[config.mk]
export PLATFORM = sky130hd
export DESIGN_NAME = leaf_candidate_scanner
export DESIGN_NICKNAME = d
export VERILOG_FILES = /design/src/rtl/kd_pkg.sv /design/src/rtl/query_fifo.sv /design/src/rtl/leaf_candidate_scanner.sv
export SDC_FILE = /design/constraint.sdc
export NUM_CORES = 1
export LEC_CHECK = 0
export BUFFER_PORTS_ARGS = -buffer_cell sky130_fd_sc_hd__buf_2
export CORE_MARGIN = 3
export CORE_UTILIZATION = 45
export DETAILED_ROUTE_END_ITERATION = 12
export SLEW_MARGIN = 20
export SYNTH_ARGS = -nofsm -noshare
export SYNTH_HDL_FRONTEND = slang
export SYNTH_HIERARCHICAL = 1
export SYNTH_SLANG_ARGS = --single-unit
[constraint.sdc]
create_clock -name clk -period 6.2 [get_ports clk]
set_input_delay 0.31 -clock clk [delete_from_list [all_inputs] [get_ports clk]]
set_output_delay 0.31 -clock clk [all_outputs]
set_load 0.02 [all_outputs]
[src/rtl/kd_pkg.sv]
// Shared KD-tree matcher definitions: geometry, scan FSM states and the query payload.
package kd_pkg;

  localparam int unsigned PATCH_WIDTH   = 55;
  localparam int unsigned COMP_WIDTH    = 11;
  localparam int unsigned ADDRESS_WIDTH = 8;
  localparam int unsigned LEAF_SIZE     = 8;
  localparam int unsigned FIFO_DEPTH    = 4;

  localparam int unsigned NUM_COMP   = PATCH_WIDTH / COMP_WIDTH;
  localparam int unsigned SLOT_W     = $clog2(LEAF_SIZE);
  localparam int unsigned DIST_WIDTH = COMP_WIDTH + $clog2(NUM_COMP);
  localparam int unsigned MEM_AW     = ADDRESS_WIDTH + SLOT_W;

  typedef enum logic [1:0] {
    IDLE  = 2'd0,
    READ  = 2'd1,
    DRAIN = 2'd2,
    DONE  = 2'd3
  } scan_state_t;

  // One tree output: selected leaf plus the query patch travelling with it.
  typedef struct packed {
    logic [ADDRESS_WIDTH-1:0] leaf;
    logic [PATCH_WIDTH-1:0]   patch;
  } query_t;

endpackage

[src/rtl/query_fifo.sv]
// Synchronous query FIFO. Occupancy lives in a registered count; full/empty decode from it.
// A push while full is accepted only if a pop happens in the same cycle.
// Ports: clk, rst_n (sync, active-low), push_i/wdata_i, pop_i, head_o (oldest entry), full_o, empty_o.
module query_fifo
  import kd_pkg::*;
#(
  parameter int unsigned DEPTH = 4
) (
  input  logic   clk,
  input  logic   rst_n,
  input  logic   push_i,
  input  query_t wdata_i,
  input  logic   pop_i,
  output query_t head_o,
  output logic   full_o,
  output logic   empty_o
);

  localparam int unsigned PW = $clog2(DEPTH);
  localparam int unsigned CW = PW + 1;

  query_t          mem_q [DEPTH];
  logic [PW-1:0]   rd_ptr_q, wr_ptr_q;
  logic [CW-1:0]   count_q, count_d;
  logic            do_push, do_pop;

  assign full_o  = (count_q == CW'(DEPTH));
  assign empty_o = (count_q == '0);
  assign head_o  = mem_q[rd_ptr_q];

  // When full, the write slot equals the head slot, so a simultaneous pop frees it.
  assign do_push = push_i && (!full_o || pop_i);
  assign do_pop  = pop_i && !empty_o;

  // Occupancy next-state
  always_comb begin
    count_d = count_q;
    case ({do_push, do_pop})
      2'b10:   count_d = count_q + CW'(1);
      2'b01:   count_d = count_q - CW'(1);
      default: count_d = count_q;
    endcase
  end

  // Storage array, not reset
  always_ff @(posedge clk) begin
    if (do_push) mem_q[wr_ptr_q] <= wdata_i;
  end

  // Pointers and count
  always_ff @(posedge clk) begin
    if (!rst_n) begin
      rd_ptr_q <= '0;
      wr_ptr_q <= '0;
      count_q  <= '0;
    end else begin
      if (do_push) wr_ptr_q <= wr_ptr_q + PW'(1);
      if (do_pop)  rd_ptr_q <= rd_ptr_q + PW'(1);
      count_q <= count_d;
    end
  end

endmodule

[src/rtl/leaf_candidate_scanner.sv]
// Scans every candidate of a KD-tree leaf and reports the one with the smallest L1 distance
// to the query. Queries are buffered in a FIFO because the tree cannot be stalled.
// Ports: clk, rst_n (sync, active-low); in_valid/in_leaf_index/in_patch from the tree;
//        mem_ren/mem_addr/mem_rdata to leaf SRAM (1-cycle read); out_valid/out_ready/out_addr/out_dist
//        result handshake; overflow (sticky query drop); busy (scan active or queries pending).
module leaf_candidate_scanner
  import kd_pkg::*;
(
  input  logic                     clk,
  input  logic                     rst_n,
  input  logic                     in_valid,
  input  logic [ADDRESS_WIDTH-1:0] in_leaf_index,
  input  logic [PATCH_WIDTH-1:0]   in_patch,
  output logic                     mem_ren,
  output logic [MEM_AW-1:0]        mem_addr,
  input  logic [PATCH_WIDTH-1:0]   mem_rdata,
  output logic                     out_valid,
  input  logic                     out_ready,
  output logic [MEM_AW-1:0]        out_addr,
  output logic [DIST_WIDTH-1:0]    out_dist,
  output logic                     overflow,
  output logic                     busy
);

  scan_state_t              state_q, state_d;
  logic [SLOT_W-1:0]        slot_q, slot_d;
  logic [1:0]               drain_cnt_q, drain_cnt_d;
  logic [ADDRESS_WIDTH-1:0] qleaf_q, qleaf_d;
  logic [PATCH_WIDTH-1:0]   qpatch_q, qpatch_d;
  logic                     mem_ren_q, mem_ren_d;
  logic [MEM_AW-1:0]        mem_addr_q, mem_addr_d;
  logic                     out_valid_q, out_valid_d;
  logic [DIST_WIDTH-1:0]    best_dist_q, best_dist_d;
  logic [MEM_AW-1:0]        best_addr_q, best_addr_d;
  logic                     overflow_q;

  logic                     rd_vld_q, p1_vld_q;
  logic [SLOT_W-1:0]        rd_slot_q, p1_slot_q;
  logic [DIST_WIDTH-1:0]    p1_dist_q, l1_c;
  logic [COMP_WIDTH-1:0]    qc, cc, ad;

  query_t                   push_data, head;
  logic                     fifo_full, fifo_empty, pop_c;

  assign push_data = '{leaf: in_leaf_index, patch: in_patch};

  query_fifo #(.DEPTH(FIFO_DEPTH)) u_fifo (
    .clk     (clk),
    .rst_n   (rst_n),
    .push_i  (in_valid),
    .wdata_i (push_data),
    .pop_i   (pop_c),
    .head_o  (head),
    .full_o  (fifo_full),
    .empty_o (fifo_empty)
  );

  assign mem_ren   = mem_ren_q;
  assign mem_addr  = mem_addr_q;
  assign out_valid = out_valid_q;
  assign out_addr  = best_addr_q;
  assign out_dist  = best_dist_q;
  assign overflow  = overflow_q;
  assign busy      = (state_q != IDLE) || !fifo_empty;

  // L1 distance of the candidate returned by the SRAM this cycle
  always_comb begin
    l1_c = '0;
    qc   = '0;
    cc   = '0;
    ad   = '0;
    for (int unsigned k = 0; k < NUM_COMP; k++) begin
      qc   = qpatch_q[k*COMP_WIDTH +: COMP_WIDTH];
      cc   = mem_rdata[k*COMP_WIDTH +: COMP_WIDTH];
      ad   = (qc > cc) ? (qc - cc) : (cc - qc);
      l1_c = l1_c + DIST_WIDTH'(ad);
    end
  end

  // Scan FSM, read issue and best-candidate tracking
  always_comb begin
    state_d     = state_q;
    slot_d      = slot_q;
    drain_cnt_d = drain_cnt_q;
    qleaf_d     = qleaf_q;
    qpatch_d    = qpatch_q;
    mem_ren_d   = 1'b0;
    mem_addr_d  = '0;
    out_valid_d = 1'b0;
    pop_c       = 1'b0;
    best_dist_d = best_dist_q;
    best_addr_d = best_addr_q;

    // Strict compare keeps the lowest slot on ties
    if (p1_vld_q && (p1_dist_q < best_dist_q)) begin
      best_dist_d = p1_dist_q;
      best_addr_d = {qleaf_q, p1_slot_q};
    end

    case (state_q)
      IDLE: begin
        if (!fifo_empty) begin
          pop_c       = 1'b1;
          qleaf_d     = head.leaf;
          qpatch_d    = head.patch;
          best_dist_d = '1;
          best_addr_d = '0;
          slot_d      = '0;
          state_d     = READ;
        end
      end
      READ: begin
        slot_d = slot_q + SLOT_W'(1);
        if (slot_q == SLOT_W'(LEAF_SIZE - 1)) begin
          state_d     = DRAIN;
          drain_cnt_d = 2'd0;
        end
      end
      DRAIN: begin
        drain_cnt_d = drain_cnt_q + 2'd1;
        if (drain_cnt_q == 2'd2) state_d = DONE;
      end
      DONE: begin
        if (out_ready) state_d = IDLE;
      end
      default: state_d = IDLE;
    endcase

    // Registered read port and result flag follow the next state
    mem_ren_d   = (state_d == READ);
    out_valid_d = (state_d == DONE);
    if (mem_ren_d) mem_addr_d = {qleaf_d, slot_d};
  end

  // State, query and output registers
  always_ff @(posedge clk) begin
    if (!rst_n) begin
      state_q     <= IDLE;
      slot_q      <= '0;
      drain_cnt_q <= '0;
      qleaf_q     <= '0;
      qpatch_q    <= '0;
      mem_ren_q   <= 1'b0;
      mem_addr_q  <= '0;
      out_valid_q <= 1'b0;
      best_dist_q <= '0;
      best_addr_q <= '0;
      overflow_q  <= 1'b0;
    end else begin
      state_q     <= state_d;
      slot_q      <= slot_d;
      drain_cnt_q <= drain_cnt_d;
      qleaf_q     <= qleaf_d;
      qpatch_q    <= qpatch_d;
      mem_ren_q   <= mem_ren_d;
      mem_addr_q  <= mem_addr_d;
      out_valid_q <= out_valid_d;
      best_dist_q <= best_dist_d;
      best_addr_q <= best_addr_d;
      if (in_valid && fifo_full && !pop_c) overflow_q <= 1'b1;
    end
  end

  // Read pipeline: SRAM data stage, then registered distance with its slot
  always_ff @(posedge clk) begin
    if (!rst_n) begin
      rd_vld_q  <= 1'b0;
      rd_slot_q <= '0;
      p1_vld_q  <= 1'b0;
      p1_slot_q <= '0;
      p1_dist_q <= '0;
    end else begin
      rd_vld_q  <= mem_ren_q;
      rd_slot_q <= mem_addr_q[SLOT_W-1:0];
      p1_vld_q  <= rd_vld_q;
      p1_slot_q <= rd_slot_q;
      p1_dist_q <= l1_c;
    end
  end

endmodule

* After elaboration in Yosys (flattened, before gate mapping)
Memories as Yosys holds them, arrays and structs flattened. A register that Yosys moved wholly into a read port is not among the register bits.
Index checks and enable logic that the tools add are counted.
** Word-level totals
- Bits in registers :: 138
- Memories :: 1
- Output and inout port bits :: 40
- Input port bits :: 122
- Memory bits (writable) :: 252
- Logic and storage cells :: 105
** Memories
- u_fifo.mem_q :: words 4, bits a word 63, rd ports 1, clocked after memory_dff 1, wr ports 1, line query_fifo.sv:22 : query_t mem_q [DEPTH];
** Operators by class
- Add/sub/neg operators :: 20
- Magnitude comparators :: 6
- Bitwise operators :: 1
- Multiplexer cells :: 29
- Equality and inequality tests :: 11
- Reductions and logical operators :: 18
** Operator list (number)
- subtractor 11 bit :: 10
- two-way mux 11 bit :: 8
- greater-than comparator 11 bit :: 5
- two-way mux 14 bit :: 3
- two-way mux 8 bit :: 2
- adder 13 x 11 -> 14 bit :: 1
- adder 14 x 11 -> 14 bit :: 1
- less-than comparator 14 bit :: 1
- two-way mux 2 bit :: 7
- adder 12 x 11 -> 13 bit :: 1
- adder 11 x 11 -> 12 bit :: 1
- one-hot mux 3 bit (2 select lines) :: 2
- equality test 2 bit (second input constant) :: 5
- one-hot mux 2 bit (4 select lines) :: 1
- adder 2 x 1 -> 2 bit (second input constant) :: 3
- adder 3 x 1 -> 3 bit (second input constant) :: 2
- equality test 2 x 1 -> 1 bit (second input constant) :: 3
- equality test 3 bit (second input constant) :: 2
- AND reduction 2 bit :: 3
- nonzero test 2 bit :: 3
- logical AND 1 bit :: 5
- two-way mux 1 bit :: 4
- one-hot mux 2 bit (2 select lines) :: 1
- zero test 1 bit :: 3
- other kinds (7) :: 8

* Logic depth before layout (Yosys ltp)
- Depth after elaboration :: 7
- Depth in mapped cells :: 22
- Mapped depth without buffers :: 22

* Hierarchy
The synthesis kept the hierarchy.
** By module, submodules not included
- leaf_candidate_scanner :: times used 1, sequential area each 2622.5 µm², cells an instance 1322, area each 11109.4 µm²
- query_fifo :: times used 1, sequential area each 7747.4 µm², cells an instance 383, area each 9723.1 µm²

* Worst setup path after synthesis
Ideal clock, no wire load.
- Kind :: input port to flip-flop
- Start point :: input mem_rdata[51]
- End point :: register p1_dist_q[9]
- Stages :: 20
- Setup slack :: 0.850 ns
- Required time :: 6.085 ns
- Buffers on the path :: 1
- Library setup time :: 0.115 ns
- Arrival :: 5.235 ns
- Path through :: inv_1 > ha_1 > nand4_2 > or4_4 > o21ai_2 > buf_6 > mux2_2 > fa_1 > inv_1 > fa_1 > fa_1 > inv_1 > ha_1 > fa_1 > a21o_1 > a21oi_1 > o21ai_0 > a221oi_1 > xnor2_1 > and2_1
** Between the ends
- Cells in the longest elaborated chain, start to end :: 3
- Elaborated cells on any way between the ends :: 5
- Classes of those cells :: add/sub (3); order compare (1); mux (1)
** Ends and longest elaborated chain
- start, declared :: line leaf_candidate_scanner.sv:16 : input logic [PATCH_WIDTH-1:0] mem_rdata,
- subtractor 11 bit or greater-than comparator 11 bit (tied branches) :: line leaf_candidate_scanner.sv:75 : ad = (qc > cc) ? (qc - cc) : (cc - qc);
- two-way mux 11 bit * :: line leaf_candidate_scanner.sv:75
- adder 14 x 11 -> 14 bit * :: line leaf_candidate_scanner.sv:76 : l1_c = l1_c + DIST_WIDTH'(ad);
- end signal, assigned :: line leaf_candidate_scanner.sv:177 : p1_dist_q <= l1_c;
- end, declared :: line leaf_candidate_scanner.sv:39 : logic [DIST_WIDTH-1:0] p1_dist_q, l1_c;
Every way passes the cells marked *; elsewhere a longest branch is shown, timed or not.
A chain may end at the register's enable or synchronous reset.

* Worst setup path in the final report
- Start point :: register qpatch_q[45]
- End point :: register p1_dist_q[9]
** Between the ends
- Cells in the longest elaborated chain, start to end :: 3
- Elaborated cells on any way between the ends :: 5
- Classes of those cells :: add/sub (3); order compare (1); mux (1)
** Ends and longest elaborated chain
- start, declared :: line leaf_candidate_scanner.sv:29 : logic [PATCH_WIDTH-1:0] qpatch_q, qpatch_d;
- start signal, assigned :: line leaf_candidate_scanner.sv:154 : qpatch_q <= qpatch_d;
- subtractor 11 bit or greater-than comparator 11 bit (tied branches) :: line leaf_candidate_scanner.sv:75
- two-way mux 11 bit * :: line leaf_candidate_scanner.sv:75
- adder 14 x 11 -> 14 bit * :: line leaf_candidate_scanner.sv:76
Marked as above.

==> results.sh <==
export IMPL_place_ws_ns=0.302
export IMPL_critPathRequiredTime_ns=6.65
export IMPL_die_height_um=221
export IMPL_cp_slowest_stage_delay_ns=0.54
export IMPL_start_util_pct=45.7
export IMPL_post_drt_wl_per_cell_um=19.1
export IMPL_cts_made_buffers=43
export IMPL_reg2reg_to="p1_dist_q[9]$_SDFF_PN0_"
export IMPL_hp_class="in2reg"
export IMPL_root_buffer="clkbuf_16"
export IMPL_wirelength_mm=48.5
export IMPL_final_util_pct=52.8
export IMPL_finalHoldViolations=0
export IMPL_ys_ff_latch=392
export IMPL_ios=162
export IMPL_layout_commonest_cell="edfxtp_1"
export IMPL_crit_end="p1_dist_q[9]$_SDFF_PN0_"
export IMPL_worst_pin_slew_ns=1.07
export IMPL_fin_ws_ns=0.460
export IMPL_port_buffers=161
export IMPL_maxCapViolCount=0
export IMPL_grt_pass1_vias=13712
export IMPL_die_w_um=221
export IMPL_dr_max_layer_used="met5"
export IMPL_drtPass1Iterations=7
export IMPL_crit_chain="ha_1 -> nor2b_1 -> o31ai_1 -> a211oi_1 -> o21ai_2 -> buf_4 -> mux2i_1 -> xnor2_1 -> fa_1 -> fa_1 -> inv_1 -> fa_1 -> inv_1 -> fa_1 -> a21o_1 -> a21oi_1 -> o21ai_0 -> a221oi_1 -> xnor2_1 -> and2_1"
export IMPL_cts_sinks=392
export IMPL_finalWeightedCongestion=0.879
export IMPL_async_flop_share_pct=0
export IMPL_track_usage_pct=20.1
export IMPL_met2_length_mm=23.4
export IMPL_final_net_count=2214
export IMPL_wl_met3_mm=1.93
export IMPL_reg2reg_slack_ns=0.46
export IMPL_min_from="out_ready"
export IMPL_grt_max_degree=78
export IMPL_critical_path_class="reg2reg"
export IMPL_post_drt_via_cell_ratio=5.24
export IMPL_antenna_left=0
export IMPL_max_freq_mhz=174
export IMPL_rr_worst_depth=20
export IMPL_crit_path_start="qpatch_q[45]$_SDFFE_PN0P_"
export IMPL_gr_total_overflow=0
export IMPL_via_count=13340
export IMPL_drc=0
export IMPL_ys_flop_type="edfxtp_1"
export IMPL_drive_gt1_share_pct=15.6
export IMPL_htreeDepth=2
export IMPL_status="finished clean"
export IMPL_cp_end_kind="register"
export IMPL_synthCells=1705
export IMPL_critPathLaunchType="register"
export IMPL_clock_path_buffers=3
export IMPL_fin_crit_sh_pct=92.6
export IMPL_slowest_stage="fa_1"
export IMPL_syn_to_final_growth_pct=15.5
export IMPL_m1WireLength_mm=22.1
export IMPL_skew_ns=0.0250
export IMPL_setup_violations_final=0
export IMPL_ys_seq_area_share_pct=49.8
export IMPL_core_area_um2=45600
export IMPL_cp_num_cells=20
export IMPL_worst_ep_arrival_time_ns=6.18
export IMPL_rsz0062_at_grt="no"
export IMPL_fill_cells=3977
export IMPL_ys_warn_count=6
export IMPL_dieArea_um2=48900
export IMPL_synth_edf_count=252
export IMPL_min_period_ns=5.74
export IMPL_r2r_start="qpatch_q[45]$_SDFFE_PN0P_"
export IMPL_worstPathMaxFanout=5
export IMPL_drt_iter0_drc=706
export IMPL_syn_avg_cell_area_um2=12.2
export IMPL_slew_headroom_pct=28.5
export IMPL_grt_pass1_wl_mm=77.4
export IMPL_path_delay_family="adder cells"
export IMPL_ys_types=72
export IMPL_syn_nets=2010
export IMPL_cp_buffers_inverters=3
export IMPL_postCtsSetupBuffers=0
export IMPL_dp_hpwl_mm=34.3
export IMPL_clk_latency_ns=0.57
export IMPL_cts_tree="built"
export IMPL_slew_viol_final=0
export IMPL_rows=78
export IMPL_antenna_found_initial=8
export IMPL_critical_path_most_common_cell="fa_1"
export IMPL_netlist_area_um2=20800
export IMPL_final_setup_tns_ns=0
export IMPL_mostFrequentLayoutCells="252 x edfxtp_1, 200 x inv_1, 160 x buf_2"
export IMPL_clk_transition_reported_paths_ns=0.06
worst register-to-register path, stage by stage (launching register included):
cell and delay (ns):
dfxtp_1 0.39, ha_1 0.28, nor2b_1 0.16, o31ai_1 0.42
a211oi_1 0.17, o21ai_2 0.31, buf_4 0.22, mux2i_1 0.22
xnor2_1 0.19, fa_1 0.47, fa_1 0.54, inv_1 0.06
fa_1 0.53, inv_1 0.07, fa_1 0.46, a21o_1 0.18
a21oi_1 0.32, o21ai_0 0.13, a221oi_1 0.30, xnor2_1 0.09
and2_1 0.15
stage by stage:
| step | instance area, um^2 | instances | hold WS, ns |
|---|---|---|---|
| 2_1_floorplan | 20800 | 1705 | 0.409 |
| 3_3_place_gp | 22100 | 2401 | 0.415 |
| 3_5_place_dp | 22100 | 2401 | 0.422 |
| 4_1_cts | 24000 | 2542 | 0.0202 |
| 5_1_grt | 24000 | 2542 | 0.0769 |
| 6_report | 24100 | 2545 | 0.0647 |
metal layers:
layer	vias to the layer above	GRT usage [%]
met1	6533	27.4
met2	220	33.4
li1	6507	-
met3	70	3.63
met4	10	5.21
met5	-	0
how the worst min path moves through the flow:
| stage | end | slack, ns | cells past startpoint |
|---|---|---|---|
| floorplan | u_fifo/mem_q[0][0]$_DFFE_PP_ | 0.41 | 0 |
| global placement | p1_slot_q[1]$_SDFF_PN0_ | 0.41 | 1 |
| detailed placement | p1_vld_q$_SDFF_PN0_ | 0.42 | 1 |
| CTS | state_q[1]$_SDFF_PN0_ | 0.02 | 4 |
| global route | overflow$_SDFFE_PN0P_ | 0.08 | 3 |
| finish | state_q[1]$_SDFF_PN0_ | 0.06 | 4 |
layout make-up:
type | count | area, um^2 | area share [%]
Clock buffer | 61 | 1190 | 4.96
Multi-Input combinational cell | 1033 | 9270 | 38.5
Sequential cell | 392 | 10400 | 43.1
Inverter | 201 | 754 | 3.14
Timing Repair Buffer | 238 | 1540 | 6.42
Antenna cell | 3 | 7.51 | 0.0312
Tap cell | 600 | 751 | 3.12
Clock inverter | 17 | 164 | 0.681
flip-flops by register name (all words and copies together), names as in the netlist, 3 cells and up, named ones only:
signal	count
mem_addr	11
qleaf_q	8
p1_slot_q	3
qpatch_q	55
u_fifo/count_q	3
u_fifo/mem_q	252
slot_q	3
out_dist	14
p1_dist_q	14
out_addr	11
rd_slot_q	3
cell families (layout without fill, tap and decap cells):
| family | after synthesis | count (layout) | synth area share, % |
|---|---|---|---|
| fa+ha+maj | 183 | 183 | 12.5 |
| compound gates | 334 | 334 | 11.2 |
| other cells | 0 | 3 | 0 |
| flops | 392 | 392 | 49.8 |
| simple gates | 340 | 340 | 8.08 |
| xor+xnor | 55 | 55 | 2.31 |
| mux | 121 | 121 | 10.3 |
| buf+inv | 280 | 517 | 5.79 |
Yosys cell counts, drive strengths merged, types with 5 or more instances:
library cell,number,share of area [%]
mux2,5,0.27
buf,40,1.4
mux2i,52,2.5
a211oi,8,0.29
nand2b,17,0.51
o21a,9,0.32
nand4,10,0.39
inv,201,3.6
a21boi,62,2.3
and2,26,0.79
o311a,15,0.72
clkbuf,39,0.73
a21oi,74,1.8
a31oi,14,0.42
a21o,25,0.90
o31ai,5,0.18
xor2,27,1.1
o211a,8,0.38
nand3,22,0.53
nor2,37,0.67
and3,8,0.25
ha,140,8.4
a221o,5,0.24
dfxtp,140,13
mux4,64,7.6
xnor2,28,1.2
or3,7,0.21
edfxtp,252,36
nand2,159,2.9
nor2b,35,1.1
o211ai,15,0.54
o31a,5,0.21
o21ai,56,1.4
fa,43,4.1
timing repair:
| action | CTS | global route |
|---|---|---|
| hold buffers | 63 | 0 |
| endpoints found under the setup margin | 0 | 0 |
| gates resized for setup | 0 | 0 |
| hold endpoints to repair | 252 | 0 |
Power is not shown: default switching activity piles up to over one toggle a cycle in this logic, so the estimate is an artifact.
